==> config.mk <==
export PLATFORM = sky130hd
export DESIGN_NAME = imem_loadable
export DESIGN_NICKNAME = d
export VERILOG_FILES = /design/src/rtl/imem_pkg.sv /design/src/rtl/imem_ram.sv /design/src/rtl/imem_loadable.sv
export SDC_FILE = /design/constraint.sdc
export NUM_CORES = 1
export LEC_CHECK = 0
export CAP_MARGIN = 20
export CORE_MARGIN = 2
export CORE_UTILIZATION = 34
export DETAILED_ROUTE_END_ITERATION = 10
export PLACE_DENSITY_LB_ADDON = 0.1
export SETUP_SLACK_MARGIN = 0.05
export SYNTH_ARGS = -nofsm -noshare
export SYNTH_HDL_FRONTEND = slang
export SYNTH_HIERARCHICAL = 1
export SYNTH_SLANG_ARGS = --single-unit
==> constraint.sdc <==
create_clock -name clk -period 3 [get_ports clk]
set_clock_uncertainty 0.05 [all_clocks]
set_input_delay 0.3 -clock clk [delete_from_list [all_inputs] [get_ports clk]]
set_output_delay 0.3 -clock clk [all_outputs]
set_load 0.01 [all_outputs]
==> src/rtl/imem_pkg.sv <==
`default_nettype none
// ============================================================================
// Module      : imem_pkg
// Description : Shared definitions for the loadable instruction memory:
//               controller state encoding, the built-in default program
//               image and the even-parity helper used when parity storage
//               is compiled in (macro IMEM_PARITY_EN).
// Revision    : 1.0 - initial release
// ============================================================================
package imem_pkg;

    // Controller states
    localparam logic [1:0] c_ST_INIT = 2'd0;
    localparam logic [1:0] c_ST_RUN  = 2'd1;
    localparam logic [1:0] c_ST_LOAD = 2'd2;

    // Built-in default program occupying addresses 0..4; every other
    // address initialises to zero.
    localparam int unsigned c_IMG_WORDS = 5;
    localparam logic [7:0]  c_IMG_0     = 8'h44;
    localparam logic [7:0]  c_IMG_1     = 8'h49;
    localparam logic [7:0]  c_IMG_2     = 8'h18;
    localparam logic [7:0]  c_IMG_3     = 8'h89;
    localparam logic [7:0]  c_IMG_4     = 8'hC3;

    function automatic logic [7:0] default_word(input int unsigned idx);
        logic [7:0] word;
        case (idx)
            0:       word = c_IMG_0;
            1:       word = c_IMG_1;
            2:       word = c_IMG_2;
            3:       word = c_IMG_3;
            4:       word = c_IMG_4;
            default: word = 8'h00;
        endcase
        return word;
    endfunction

    // Even parity: the returned bit makes the total number of ones even.
    // Words are zero-extended to 64 bits, which does not alter parity, so
    // this serves any DATA_W up to 64.
    function automatic logic even_parity(input logic [63:0] word);
        return ^word;
    endfunction

endpackage
`default_nettype wire

==> src/rtl/imem_ram.sv <==
`default_nettype none
// ============================================================================
// Module      : imem_ram
// Description : Single-port synchronous RAM, DEPTH x WIDTH, with write
//               enable and a registered read port. The read register only
//               updates on i_re, so its value is held between reads.
//   clk     in   clock
//   rst     in   synchronous active-high reset (clears read register only)
//   i_we    in   write enable
//   i_re    in   read enable
//   i_addr  in   shared read/write address
//   i_wdata in   write data
//   o_rdata out  registered read data
// Revision    : 1.0 - initial release
// ============================================================================
module imem_ram #(
    parameter int WIDTH = 8,
    parameter int DEPTH = 16,
    parameter int IDX_W = 4
) (
    input  logic             clk,
    input  logic             rst,
    input  logic             i_we,
    input  logic             i_re,
    input  logic [IDX_W-1:0] i_addr,
    input  logic [WIDTH-1:0] i_wdata,
    output logic [WIDTH-1:0] o_rdata
);

    logic [WIDTH-1:0] r_mem [DEPTH];
    logic [WIDTH-1:0] r_rdata;

    // Storage array has no reset; contents are rebuilt by the INIT sweep.
    always_ff @(posedge clk) begin
        if (i_we) begin
            r_mem[i_addr] <= i_wdata;
        end
    end

    always_ff @(posedge clk) begin
        if (rst) begin
            r_rdata <= '0;
        end else if (i_re) begin
            r_rdata <= r_mem[i_addr];
        end
    end

    assign o_rdata = r_rdata;

endmodule
`default_nettype wire

==> src/rtl/imem_loadable.sv <==
`default_nettype none
// ============================================================================
// Module      : imem_loadable
// Description : Writable instruction memory. After reset it copies the
//               default program into RAM (INIT, one word per cycle), then
//               serves 1-cycle-latency fetches (RUN). A valid/ready load
//               port (LOAD) replaces words starting at ld_base, wrapping at
//               DEPTH. Optional macro IMEM_PARITY_EN adds one even-parity
//               bit per word, checked on fetch and reported on par_err.
//   clk, reset              clock, synchronous active-high reset
//   rd_en, rd_addr          fetch request / address
//   instr, instr_valid      fetched word / one-cycle fresh-result pulse
//   rd_err                  fetch address was >= DEPTH
//   busy                    INIT or LOAD in progress, fetches dropped
//   ld_start, ld_base       begin a load at ld_base (RUN only)
//   ld_valid, ld_data       load word handshake
//   ld_last, ld_ready       final word marker / load port ready
//   par_err                 stored parity mismatch on the fetched word
// Revision    : 1.0 - initial release
// ============================================================================
module imem_loadable
    import imem_pkg::*;
#(
    parameter int DATA_W = 8,
    parameter int ADDR_W = 8,
    parameter int DEPTH  = 16
) (
    input  logic              clk,
    input  logic              reset,
    input  logic              rd_en,
    input  logic [ADDR_W-1:0] rd_addr,
    output logic [DATA_W-1:0] instr,
    output logic              instr_valid,
    output logic              rd_err,
    output logic              busy,
    input  logic              ld_start,
    input  logic [ADDR_W-1:0] ld_base,
    input  logic              ld_valid,
    input  logic [DATA_W-1:0] ld_data,
    input  logic              ld_last,
    output logic              ld_ready,
    output logic              par_err
);

    localparam int c_IDX_W = $clog2(DEPTH);
`ifdef IMEM_PARITY_EN
    localparam int c_RAM_W = DATA_W + 1;
`else
    localparam int c_RAM_W = DATA_W;
`endif
    localparam logic [ADDR_W-1:0] c_LAST    = ADDR_W'(DEPTH - 1);
    localparam logic [ADDR_W-1:0] c_ONE     = ADDR_W'(1);
    // One extra bit so DEPTH == 2**ADDR_W is representable.
    localparam logic [ADDR_W:0]   c_DEPTH_X = (ADDR_W + 1)'(DEPTH);

    logic [1:0]         r_state;
    logic [1:0]         w_state_nxt;
    logic [ADDR_W-1:0]  r_ptr;
    logic [ADDR_W-1:0]  w_ptr_nxt;
    logic               r_instr_valid;
    logic               r_rd_err;

    logic               w_rd_in_range;
    logic               w_base_in_range;
    logic               w_fetch;
    logic               w_ld_accept;
    logic               w_we;
    logic               w_re;
    logic [c_IDX_W-1:0] w_addr;
    logic [DATA_W-1:0]  w_wdata_raw;
    logic [c_RAM_W-1:0] w_wdata;
    logic [c_RAM_W-1:0] w_rdata;

    assign w_rd_in_range   = ({1'b0, rd_addr} < c_DEPTH_X);
    assign w_base_in_range = ({1'b0, ld_base} < c_DEPTH_X);

    // A load request in the same cycle takes priority over a fetch.
    assign w_fetch     = (r_state == c_ST_RUN) && rd_en && !ld_start;
    assign w_ld_accept = (r_state == c_ST_LOAD) && ld_valid;

    // ------------------------------------------------------------------
    // State machine
    // ------------------------------------------------------------------
    always_ff @(posedge clk) begin
        if (reset) begin
            r_state <= c_ST_INIT;
            r_ptr   <= '0;
        end else begin
            r_state <= w_state_nxt;
            r_ptr   <= w_ptr_nxt;
        end
    end

    always_comb begin
        w_state_nxt = r_state;
        w_ptr_nxt   = r_ptr;
        case (r_state)
            c_ST_INIT: begin
                if (r_ptr == c_LAST) begin
                    w_state_nxt = c_ST_RUN;
                    w_ptr_nxt   = '0;
                end else begin
                    w_ptr_nxt = r_ptr + c_ONE;
                end
            end
            c_ST_RUN: begin
                if (ld_start) begin
                    w_state_nxt = c_ST_LOAD;
                    w_ptr_nxt   = w_base_in_range ? ld_base : '0;
                end
            end
            c_ST_LOAD: begin
                if (ld_valid) begin
                    w_ptr_nxt = (r_ptr == c_LAST) ? '0 : (r_ptr + c_ONE);
                    if (ld_last) begin
                        w_state_nxt = c_ST_RUN;
                    end
                end
            end
            default: begin
                w_state_nxt = c_ST_INIT;
                w_ptr_nxt   = '0;
            end
        endcase
    end

    // ------------------------------------------------------------------
    // RAM port: writes come from the pointer (INIT sweep or load), reads
    // from the fetch address. Writes never occur in RUN, so the single
    // port is never contended.
    // ------------------------------------------------------------------
    assign w_we   = (r_state == c_ST_INIT) || w_ld_accept;
    assign w_re   = w_fetch && w_rd_in_range;
    assign w_addr = w_we ? r_ptr[c_IDX_W-1:0] : rd_addr[c_IDX_W-1:0];

    assign w_wdata_raw = (r_state == c_ST_INIT)
                       ? DATA_W'(default_word(32'(r_ptr)))
                       : ld_data;

`ifdef IMEM_PARITY_EN
    assign w_wdata = {even_parity(64'(w_wdata_raw)), w_wdata_raw};
`else
    assign w_wdata = w_wdata_raw;
`endif

    imem_ram #(
        .WIDTH (c_RAM_W),
        .DEPTH (DEPTH),
        .IDX_W (c_IDX_W)
    ) u_ram (
        .clk     (clk),
        .rst     (reset),
        .i_we    (w_we),
        .i_re    (w_re),
        .i_addr  (w_addr),
        .i_wdata (w_wdata),
        .o_rdata (w_rdata)
    );

    // ------------------------------------------------------------------
    // Fetch status; rd_err is held alongside the data until the next
    // accepted fetch, and masks the (stale) RAM output to zero.
    // ------------------------------------------------------------------
    always_ff @(posedge clk) begin
        if (reset) begin
            r_instr_valid <= 1'b0;
            r_rd_err      <= 1'b0;
        end else begin
            r_instr_valid <= w_fetch;
            if (w_fetch) begin
                r_rd_err <= !w_rd_in_range;
            end
        end
    end

    assign instr       = r_rd_err ? '0 : w_rdata[DATA_W-1:0];
    assign instr_valid = r_instr_valid;
    assign rd_err      = r_rd_err;
    assign busy        = (r_state != c_ST_RUN);
    assign ld_ready    = (r_state == c_ST_LOAD);

`ifdef IMEM_PARITY_EN
    assign par_err = r_instr_valid && !r_rd_err &&
                     (even_parity(64'(w_rdata[DATA_W-1:0])) != w_rdata[DATA_W]);
`else
    assign par_err = 1'b0;
`endif

endmodule
`default_nettype wire
==> flow_summary.yaml <==
placed_design:
  place_hpwl_um: 10960
  gp_congestion: 0.8136
  place_area_um2: 7224
  numPortBuffers: 41
timing:
  rsz0062_at_grt: "false"
  min_period_over_period_pct: 89.81
  worst_pin_slew_ns: 0.6944
  slew_violations: 0
  tns_ns: 0
  relSlewSlack_pct: 53.70
  finalCriticalPeriod_ns: 2.694
  timing.final.hold_violations: 0
  setup_violations: 0
  timing.fmax_ghz: 0.3712
floorplanning:
  io_pins: 43
  num_rows: 49
  start_util_pct: 35.02
  core_um2: 18150
  die_y_um: 140.7
  die_area_um2: 19800
  die_w_um: 140.7
logic_synthesis:
  synth_edf_count: 128
  ys_async_sr_fraction_pct: 0
  ys_types: 49
  synth_flop_cell: "edfxtp_1"
  synth.yosys.seq_area_share_pct: 66.78
  synth_seq_cells: 148
  synth_top_area_share_pct: 60.48
  synth.top_cells.by_area: "edfxtp_1 60%, mux2i_1 7.7%, dfxtp_1 6.3%"
  syn_area_um2: 6355
  synthCells: 431
  synthesis.nets: 465
  syn_area_per_cell_um2: 14.74
  yosys_warnings: 6
  synth_top_cell_by_area: "edfxtp_1"
drt:
  dr.pass1.iters: 4
  wl_met1_um: 7244
  vias: 3879
  via_per_inst: 5.207
  met2_length_um: 7491
  dr.max_layer_used: "met4"
  wl_per_cell_um: 21.02
  dr_wl_met3_um: 550
  drtIter0Drc: 248
  antenna_left: 0
  drc: 0
  routed_wl_um: 15660
run:
  cap_violations: 0
clock_tree:
  htree_levels: 4
  hold_buffers: 0
  clk_pin_slew_ns: 0.06
  cts_tree: "done"
  clockBufferDepth: 2
  cts_made_buffers: 17
  cts_setup_buffers: 0
  cts.sinks: 148
  root_buffer: "clkbuf_16"
  post_cts_resized: 0
  clk_latency_ns: 0.43
power:
  swShare_pct: 24.37
  p_switching_w: 0.001145
  power_frac_clock_pct: 41.6
  p_comb_share_pct: 8.4
  peakVddDrop_uv: 407.6
  p_int_w: 0.003552
  pwr-share-seq_pct: 50.0
  power_density_nw_per_um2: 604.4
  p_leak_nw: 2.543
grt:
  first_global_vias: 3942
  grt_use_total_pct: 16.75
  grt.overflow.total: 0
  grt_pass1_wl_um: 24160
  grt_max_degree: 32
  grt_antenna_before_repair: 0
critical_path:
  worstPathMaxFanout: 8
  slowest_delay_ns: 0.47
  cpMaxStageDelayCell: "or3b_1"
  cp.arrival_ns: 2.99
  required_ns: 3.30
  worstSetupPathType: "flop to flop"
  crit_path_end_kind: "flop"
  path_cells: "nor2b_1 -> nor2_1 -> buf_4 -> mux2_2 -> or3b_1 -> o221ai_1 -> a21oi_1 -> a211oi_2"
  setup.worst_path.start_class: "flop"
finish:
  area_delta_synth_final_pct: 22.29
  fin_nets: 537
  fin_area_um2: 7771
  fill_cells: 1655
  diodes: 0
  drive_above_1_share_pct: 19.19
  final_cell_mix: "128 x edfxtp_1, 49 x mux2i_1, 41 x clkdlybuf4s50_1"
  layout_commonest_cell: "edfxtp_1"
min_path:
  hp-class: "input port to flop"
status:
  status: "complete, no violations"
-- synthesized netlist by cell type (3+ instances only) --
master,n
a211oi_2,9
a21oi_1,19
a221oi_1,10
buf_2,5
buf_4,4
buf_6,5
clkbuf_1,7
dfxtp_1,20
edfxtp_1,128
ha_1,4
inv_1,12
mux2_2,4
mux2i_1,49
mux4_2,8
nand2_1,15
nand2b_1,5
nand3_1,10
nand3b_1,3
nor2_1,33
nor2b_1,13
nor3_1,4
o21ai_1,8
o221ai_1,8
o22ai_1,9
o31ai_1,5
o41ai_1,4
-- cells by family after synthesis --
group                    synth area share, %
AND/OR/NAND/NOR                        7.797
adder cells (fa/ha/maj)               0.7876
flip-flops                             66.78
AO/OA/AOI/OAI                          9.943
multiplexers                           11.26
buffers and inverters                  3.367
other                                0.05901
-- sequential cells by signal (all words and copies together) (netlist names) --
register       count
r_ptr              8
u_ram/r_mem      128
rd_err             1
u_ram/o_rdata      8
r_state            2
instr_valid        1
-- worst max-delay path: cells and delay by family (launching register included) --
kind | cells | cell delay (ns)
AOI/OAI and AO/OA | 3 | 0.65
buffers and inverters | 1 | 0.21
DFF | 1 | 0.38
muxes | 1 | 0.40
and+or+nand+nor | 3 | 0.92
-- routing by layer --
layer | global-route usage (%) | vias up
li1 | - | 1828
met1 | 23.14 | 1953
met5 | 0 | -
met3 | 3.533 | 25
met2 | 25.93 | 73
met4 | 6.789 | 0
-- area by class of cell --
| cell class | count | area [µm²] | area share (%) |
|---|---|---|---|
| clock inverters | 15 | 121.4 | 1.562 |
| flip-flops and latches | 148 | 4244 | 54.61 |
| multi-input cells | 246 | 1939 | 24.96 |
| inverters | 13 | 48.80 | 0.6279 |
| repair buffers | 77 | 705.7 | 9.081 |
| clock buffers | 17 | 425.4 | 5.474 |
| well taps | 229 | 286.5 | 3.687 |
-- power by group through the flow --
stage | logic [W] | clock network, W | registers (W)
floorplan | 0.000209 | 0 | 0.00238
global placement | 0.000399 | 0 | 0.00239
detailed placement | 0.000400 | 0 | 0.00239
CTS | 0.000401 | 0.00200 | 0.00235
global route | 0.000427 | 0.00209 | 0.00235
finish | 0.000394 | 0.00196 | 0.00235
-- per-stage QoR --
stage	hold WS, ns	std cells	setup WS, ns	power (W)	util [%]
final	0.4425	745	0.3058	0.004697	42.82
after global routing	0.4510	745	0.1406	0.004865	42.82
after CTS	0.4331	745	0.3144	0.004744	42.82
after detailed placement	0.4746	713	0.02272	0.002791	39.81
after global placement	0.4675	713	0.03108	0.002789	39.81
after floorplan	0.3895	431	0.4026	0.002592	-
-- path summary, 6_finish.rpt --
path | cells after the start | to | start | slack, ns
max reg2reg | 8 | u_ram/o_rdata[6]$_SDFFE_PP0P_ | r_state[1]$_SDFFE_PP0P_ | 0.31
min | 3 | instr_valid$_SDFF_PP0_ | rd_en | 0.44
min reg2reg | 2 | u_ram/o_rdata[0]$_SDFFE_PP0P_ | u_ram/o_rdata[0]$_SDFFE_PP0P_ | 0.48
max | 8 | u_ram/o_rdata[6]$_SDFFE_PP0P_ | r_state[1]$_SDFFE_PP0P_ | 0.31
Power figures use the tool's default switching activity.
